$ cat src/rtl/dma_pkg.sv
// Shared types and constants for the 8237A-compatible DMA timing controller.
// States, transfer-mode / transfer-type encodings and bus command bit positions.
package dma_pkg;

    typedef enum logic [2:0] {
        ST_SI = 3'd0,
        ST_S0 = 3'd1,
        ST_S1 = 3'd2,
        ST_S2 = 3'd3,
        ST_S3 = 3'd4,
        ST_SW = 3'd5,
        ST_S4 = 3'd6,
        ST_SC = 3'd7
    } dma_state_e;

    // Mode register bits [7:6]
    localparam logic [1:0] MODE_DEMAND  = 2'b00;
    localparam logic [1:0] MODE_SINGLE  = 2'b01;
    localparam logic [1:0] MODE_BLOCK   = 2'b10;
    localparam logic [1:0] MODE_CASCADE = 2'b11;

    // Mode register bits [3:2]
    localparam logic [1:0] XFER_VERIFY  = 2'b00;
    localparam logic [1:0] XFER_WRITE   = 2'b01;
    localparam logic [1:0] XFER_READ    = 2'b10;
    localparam logic [1:0] XFER_ILLEGAL = 2'b11;

    // Bit positions inside the active-low command vector
    localparam int CMD_MEMR = 0;
    localparam int CMD_MEMW = 1;
    localparam int CMD_IOR  = 2;
    localparam int CMD_IOW  = 3;
    localparam int CMD_W    = 4;

endpackage

$ cat src/rtl/dma_cmd_gen.sv
// Bus command decoder: turns the current bus state, transfer type and
// extended-write / compressed-timing options into the four active-low commands.
module dma_cmd_gen
    import dma_pkg::*;
(
    input  dma_state_e       state_i,
    input  logic [1:0]       xfer_type_i,
    input  logic             ext_write_i,
    input  logic             compress_i,
    output logic [CMD_W-1:0] cmd_n_o
);

    logic             readPhase;
    logic             writePhase;
    logic [CMD_W-1:0] cmdActive;

    // Read command spans S2 through the wait states; write command starts in S3 unless pulled into S2.
    always_comb begin
        readPhase  = (state_i == ST_S2) || (state_i == ST_S3) || (state_i == ST_SW);
        writePhase = (state_i == ST_S3) || (state_i == ST_SW) ||
                     ((state_i == ST_S2) && (ext_write_i || compress_i));
        cmdActive  = '0;
        case (xfer_type_i)
            XFER_WRITE: begin
                cmdActive[CMD_IOR]  = readPhase;
                cmdActive[CMD_MEMW] = writePhase;
            end
            XFER_READ: begin
                cmdActive[CMD_MEMR] = readPhase;
                cmdActive[CMD_IOW]  = writePhase;
            end
            default: begin
                cmdActive = '0;
            end
        endcase
        cmd_n_o = ~cmdActive;
    end

endmodule

$ cat src/rtl/dma_timing_ctrl.sv
// Per-service bus timing FSM for the 8237A-compatible DMA: HRQ/HLDA handshake,
// S0..S4 bus cycle, DACK, step pulses, TC/EOP and service-done reporting.
// Optional feature macro: DMA_COMPRESSED_TIMING_EN (compressed timing, S3 skipped).
module dma_timing_ctrl
    import dma_pkg::*;
#(
    parameter int NUM_CH = 4,
    parameter int CH_W   = 2
) (
    input  logic              clk_i,
    input  logic              reset_n_i,
    input  logic              req_valid_i,
    input  logic [CH_W-1:0]   req_ch_i,
    input  logic [NUM_CH-1:0] dreq_act_i,
    input  logic [7:0]        mode_i,
    input  logic              cmd_compress_i,
    input  logic              cmd_extw_i,
    input  logic [15:0]       cur_count_i,
    input  logic              addr_carry_i,
    input  logic              hlda_i,
    input  logic              ready_i,
    input  logic              eop_in_n_i,
    output logic              hrq_o,
    output logic [NUM_CH-1:0] dack_act_o,
    output logic              aen_o,
    output logic              adstb_o,
    output logic              memr_n_o,
    output logic              memw_n_o,
    output logic              ior_n_o,
    output logic              iow_n_o,
    output logic              eop_out_n_o,
    output logic              addr_step_o,
    output logic              count_step_o,
    output logic              svc_done_o
);

    dma_state_e       state_q, state_d;
    logic [CH_W-1:0]  chan_q, chan_d;
    logic [7:0]       mode_q, mode_d;
    logic             eopSeen_q, eopSeen_d;

    logic [1:0]       xferMode;
    logic [1:0]       xferType;
    logic             chReq;
    logic             termCount;
    logic             serviceEnd;
    logic             compressEn;
    logic             dackOn;
    logic [CMD_W-1:0] cmdN;
    logic             unusedBits;

    assign xferMode  = mode_q[7:6];
    assign xferType  = mode_q[3:2];
    assign chReq     = dreq_act_i[chan_q];
    assign termCount = (cur_count_i == 16'd0);

    // Without compressed timing the CMD_COMPRESS bit has no effect at all.
`ifdef DMA_COMPRESSED_TIMING_EN
    assign compressEn = cmd_compress_i;
    assign unusedBits = ^{mode_q[5:4], mode_q[1:0]};
`else
    assign compressEn = 1'b0;
    assign unusedBits = ^{mode_q[5:4], mode_q[1:0], cmd_compress_i};
`endif

    // Conditions that end the service once the current S4 completes.
    assign serviceEnd = termCount || eopSeen_q || !eop_in_n_i || !hlda_i ||
                        (xferMode == MODE_SINGLE) ||
                        ((xferMode == MODE_DEMAND) && !chReq);

    // State register plus the channel/mode latched for the whole service.
    always_ff @(posedge clk_i) begin
        if (!reset_n_i) begin
            state_q   <= ST_SI;
            chan_q    <= '0;
            mode_q    <= '0;
            eopSeen_q <= 1'b0;
        end else begin
            state_q   <= state_d;
            chan_q    <= chan_d;
            mode_q    <= mode_d;
            eopSeen_q <= eopSeen_d;
        end
    end

    // Next-state logic; external EOP is remembered from S2 until the closing S4.
    always_comb begin
        state_d   = state_q;
        chan_d    = chan_q;
        mode_d    = mode_q;
        eopSeen_d = 1'b0;
        case (state_q)
            ST_SI: begin
                if (req_valid_i) begin
                    chan_d  = req_ch_i;
                    mode_d  = mode_i;
                    state_d = ST_S0;
                end
            end
            ST_S0: begin
                if (hlda_i) begin
                    state_d = (xferMode == MODE_CASCADE) ? ST_SC : ST_S1;
                end
            end
            ST_SC: begin
                if (!chReq) begin
                    state_d = ST_SI;
                end
            end
            ST_S1: begin
                state_d = ST_S2;
            end
            ST_S2: begin
                eopSeen_d = eopSeen_q || !eop_in_n_i;
                if (compressEn) begin
                    state_d = ready_i ? ST_S4 : ST_SW;
                end else begin
                    state_d = ST_S3;
                end
            end
            ST_S3: begin
                eopSeen_d = eopSeen_q || !eop_in_n_i;
                state_d   = ready_i ? ST_S4 : ST_SW;
            end
            ST_SW: begin
                eopSeen_d = eopSeen_q || !eop_in_n_i;
                if (ready_i) begin
                    state_d = ST_S4;
                end
            end
            ST_S4: begin
                if (serviceEnd) begin
                    state_d = ST_SI;
                end else if (compressEn && !addr_carry_i) begin
                    state_d = ST_S2;
                end else begin
                    state_d = ST_S1;
                end
            end
            default: begin
                state_d = ST_SI;
            end
        endcase
    end

    // Output decode from the current state; SVC_DONE and TC also look at live inputs.
    always_comb begin
        hrq_o        = (state_q != ST_SI);
        dackOn       = (state_q != ST_SI) && (state_q != ST_S0);
        aen_o        = dackOn && (state_q != ST_SC);
        adstb_o      = (state_q == ST_S1);
        addr_step_o  = (state_q == ST_S4);
        count_step_o = (state_q == ST_S4);
        eop_out_n_o  = !((state_q == ST_S4) && termCount);
        svc_done_o   = ((state_q == ST_S4) && serviceEnd) ||
                       ((state_q == ST_SC) && !chReq);
        dack_act_o   = dackOn ? ({{(NUM_CH-1){1'b0}}, 1'b1} << chan_q) : '0;
    end

    dma_cmd_gen u_cmd_gen (
        .state_i     (state_q),
        .xfer_type_i (xferType),
        .ext_write_i (cmd_extw_i),
        .compress_i  (compressEn),
        .cmd_n_o     (cmdN)
    );

    assign memr_n_o = cmdN[CMD_MEMR];
    assign memw_n_o = cmdN[CMD_MEMW];
    assign ior_n_o  = cmdN[CMD_IOR];
    assign iow_n_o  = cmdN[CMD_IOW];

endmodule
$ cat config.mk
export PLATFORM = sky130hd
export DESIGN_NAME = dma_timing_ctrl
export DESIGN_NICKNAME = d
export VERILOG_FILES = /design/src/rtl/dma_pkg.sv /design/src/rtl/dma_cmd_gen.sv /design/src/rtl/dma_timing_ctrl.sv
export SDC_FILE = /design/constraint.sdc
export NUM_CORES = 1
export LEC_CHECK = 0
export ABC_CLOCK_PERIOD_IN_PS = 2600
export BUFFER_PORTS_ARGS = -buffer_cell sky130_fd_sc_hd__buf_2
export CORE_MARGIN = 2
export CORE_UTILIZATION = 43
export CTS_CLUSTER_DIAMETER = 100
export DETAILED_ROUTE_END_ITERATION = 16
export PLACE_DENSITY = 0.88
export SLEW_MARGIN = 20
export SYNTH_ARGS = -nofsm -noshare
export SYNTH_HDL_FRONTEND = slang
export SYNTH_HIERARCHICAL = 1
export SYNTH_SLANG_ARGS = --single-unit
$ cat constraint.sdc
create_clock -name clk_i -period 2.6 [get_ports clk_i]
set_input_delay 0.39 -clock clk_i [delete_from_list [all_inputs] [get_ports clk_i]]
set_output_delay 0.39 -clock clk_i [all_outputs]
set_load 0.02 [all_outputs]
==> flow_summary.yaml <==
floorplanning:
  dieArea_sq_um: 2130
  core_sq_um: 1690
  fp.dieH_um: 46.1
  ioPinCount: 54
  initial_core_util_pct: 45.2
  num_rows: 15
  chipWidth_um: 46.1
timing:
  period_needed_ns: 2.23
  setup_viol: 0
  fin_worst_skew_ns: 0.00573
  rsz0062_at_grt: "false"
  slew_headroom_pct: 63.1
  max_freq_ghz: 0.449
  slew_violations: 0
  fin_crit_sh_pct: 85.7
  worstMarginPinSlew_ns: 0.551
  tns_ns: 0
  hold_viol_final: 0
placed_design:
  dp_cells: 155
  port_buffers: 47
  dp_hpwl_um: 1590
  gp_congestion: 0.787
synth:
  ys_seq_area_share_pct: 26.2
  postSynthCellCount: 98
  syn_nets: 137
  syn_area_sq_um: 763
  ys_warn_count: 6
  synthDistinctLibCells: 37
  syn_area_per_cell_sq_um: 7.79
  ys_ff_latch: 10
power:
  clock_power_share_pct: 34.1
  leakage_nw: 0.469
  p_comb_share_pct: 22.0
  switchingPower_uw: 112
  finalPower_uw: 407
  vdd_drop_max_mv: 0.245
  swShare_pct: 27.4
  internal_power_uw: 295
  powerDensity_nw_per_um2: 397
  seqPwrFrac_pct: 43.8
setup_path:
  worstPathCellList: "mux2i_2, o221ai_1, nor4b_1, a211oi_1, buf_2"
  cp_num_buf_inv: 1
  cp.required_ns: 2.21
  critical_path_arrival_ns: 1.84
  path_delay_family: "flip-flops"
  crit_path_end_kind: "primary output"
  worstSetupPathType: "reg2out"
  critPathMaxFanout: 6
  slowest_delay_ns: 0.47
  slowest_stage: "dfxtp_1"
  startpoint_type: "register"
route:
  ant_nets: 0
  highest_layer: "met4"
  first_pass_iters: 4
  drc: 0
  num_vias: 876
  routed-wl-met3_um: 121
  first_iter_violations: 25
  m1WireLength_um: 804
  wl_per_cell_um: 12.1
  drt_wl_total_um: 1930
  met2_length_um: 965
  avgViaCountPerCell: 5.51
global_route:
  grt_first_pass_wirelength_um: 3130
  gr-total-overflow: 0
  grt_max_degree: 17
  gr-usage-all-layers_pct: 20.4
  antenna_found_initial: 0
  first_global_vias: 731
clock_tree:
  cts_buffer_depth: 2
  post_cts_buffers: 0
  clock_latency_ns: 0.27
  cts_buffers: 3
  cts.sinks: 10
  cts_tree: "built"
  ctsRootBufferMaster: "clkbuf_4"
  ctsHoldBuffers: 0
  clk_pin_slew_ns: 0.06
  cts-resized-gates: 0
  cts_htree_levels: 1
run:
  maxCapViolations: 0
layout:
  fin_cells: 159
  drive_gt1_share_pct: 40.1
  antenna_cells: 0
  fillers: 160
  fin_nets: 182
  area_delta_synth_final_pct: 34.1
status:
  outcome: "completed"
worst_hold_path:
  hp-class: "in2reg"
[synth_stat cells, drive strengths merged]
| master | n | area [sq um] |
|---|---|---|
| nor4b | 2 | 32.5 |
| and3 | 1 | 6.26 |
| and3b | 1 | 10.0 |
| o31ai | 1 | 7.51 |
| o221a | 1 | 11.3 |
| or2 | 1 | 6.26 |
| o21ai | 7 | 35.0 |
| nor4 | 4 | 25.0 |
| and4 | 1 | 8.76 |
| a21oi | 6 | 30.0 |
| nor2 | 8 | 30.0 |
| inv | 5 | 18.8 |
| mux2i | 8 | 87.6 |
| a31oi | 3 | 18.8 |
| o2111ai | 1 | 8.76 |
| nor2b | 9 | 56.3 |
| nand4bb | 1 | 11.3 |
| nand2b | 1 | 6.26 |
| o221ai | 1 | 8.76 |
| or3 | 2 | 17.5 |
| and2 | 2 | 12.5 |
| buf | 3 | 17.5 |
| nor3 | 3 | 15.0 |
| nand3 | 2 | 10.0 |
| o211ai | 2 | 15.0 |
| nand3b | 1 | 7.51 |
| clkbuf | 4 | 15.0 |
| nand2 | 4 | 15.0 |
| conb | 1 | 3.75 |
| a211oi | 2 | 15.0 |
| dfxtp | 10 | 200 |
[cells in the final DEF (no fill, tap or decap)]
cell type / count
o2111ai_1: 1
or3_1: 1
nor4b_1: 1
nand3_1: 2
o21ai_0: 5
nand3b_1: 1
o221ai_1: 1
nand4bb_1: 1
or2_0: 1
and3b_2: 1
a31oi_1: 3
nor2_1: 8
o211ai_1: 2
clkbuf_8: 1
mux2i_1: 6
inv_1: 4
a21oi_1: 6
o21ai_1: 2
and2_1: 2
dfxtp_1: 10
a211oi_1: 2
nor4_1: 4
nor4b_4: 1
nor3_1: 3
and3_1: 1
nor2b_1: 9
mux2i_2: 2
clkbuf_4: 3
inv_2: 1
o31ai_1: 1
and4_1: 1
o221a_1: 1
buf_2: 47
or3_4: 1
nand2_1: 4
nand2b_1: 1
conb_1: 1
[worst reg2reg max path, delay by kind of cell, from the launching register on]
family           cells  cell delay [ns]
and+or+nand+nor      2             0.69
muxes                1             0.24
DFF                  1             0.48
[kinds of logic (layout without fill, tap and decap cells)]
kind of cell           Yosys count  count (layout)  synth area share [%]
buffers and inverters           12              56                  6.72
DFF                             10              10                  26.2
muxes                            8               8                  11.5
other                            1               1                 0.491
AOI/OAI and AO/OA               24              24                  19.7
and+or+nand+nor                 43              43                  35.4
[final timing paths]
kind	startpoint	end	slack (ns)	cells past startpoint
max	chan_q[0]$_SDFFE_PN0P_	svc_done_o	0.37	5
min	req_ch_i[1]	chan_q[1]$_SDFFE_PN0P_	0.38	3
max reg2reg	state_q[0]$_SDFFE_PN0P_	mode_q[3]$_SDFFE_PN0P_	1.08	3
min reg2reg	mode_q[7]$_SDFFE_PN0P_	state_q[2]$_SDFFE_PN0P_	0.49	2
[area by class of cell]
type | count | area, sq um | share of cell area, %
clock buffers | 4 | 36.3 | 3.55
multi-input cells | 76 | 512 | 50.0
repair buffers | 47 | 235 | 23.0
inverters | 5 | 18.8 | 1.83
well taps | 17 | 21.3 | 2.08
flip-flops and latches | 10 | 200 | 19.6
[stage by stage]
step / worst slack [ns] / utilization [%] / hold slack (ns) / cell area (sq um)
floorplan: 0.635 / - / 0.465 / 763
detailed placement: 0.662 / 58.4 / 0.480 / 987
finish: 0.371 / 60.6 / 0.380 / 1020
global placement: 0.681 / 58.4 / 0.488 / 987
CTS: 0.356 / 60.6 / 0.379 / 1020
global route: 0.226 / 60.6 / 0.395 / 1020
[power by group through the flow]
| stage | clock [mW] | combinational, mW | sequential (mW) |
|---|---|---|---|
| 2_1_floorplan | 0 | 0.0623 | 0.171 |
| 3_3_place_gp | 0 | 0.0867 | 0.180 |
| 3_5_place_dp | 0 | 0.0898 | 0.181 |
| 4_1_cts | 0.142 | 0.0899 | 0.178 |
| 5_1_grt | 0.150 | 0.0995 | 0.180 |
| 6_report | 0.139 | 0.0896 | 0.178 |
[routing by layer]
metal / up-vias / track usage [%]
met2: 38 / 34.7
li1: 443 / -
met1: 391 / 24.3
met4: 0 / 8.57
met3: 4 / 4.71
met5: - / 0
[state kept, by name, indices dropped and copies added, names as in the netlist]
register and flops:
mode_q 4, state_q 3, chan_q 2, eopSeen_q 1
Note: power is estimated with default switching activity, not from simulation.
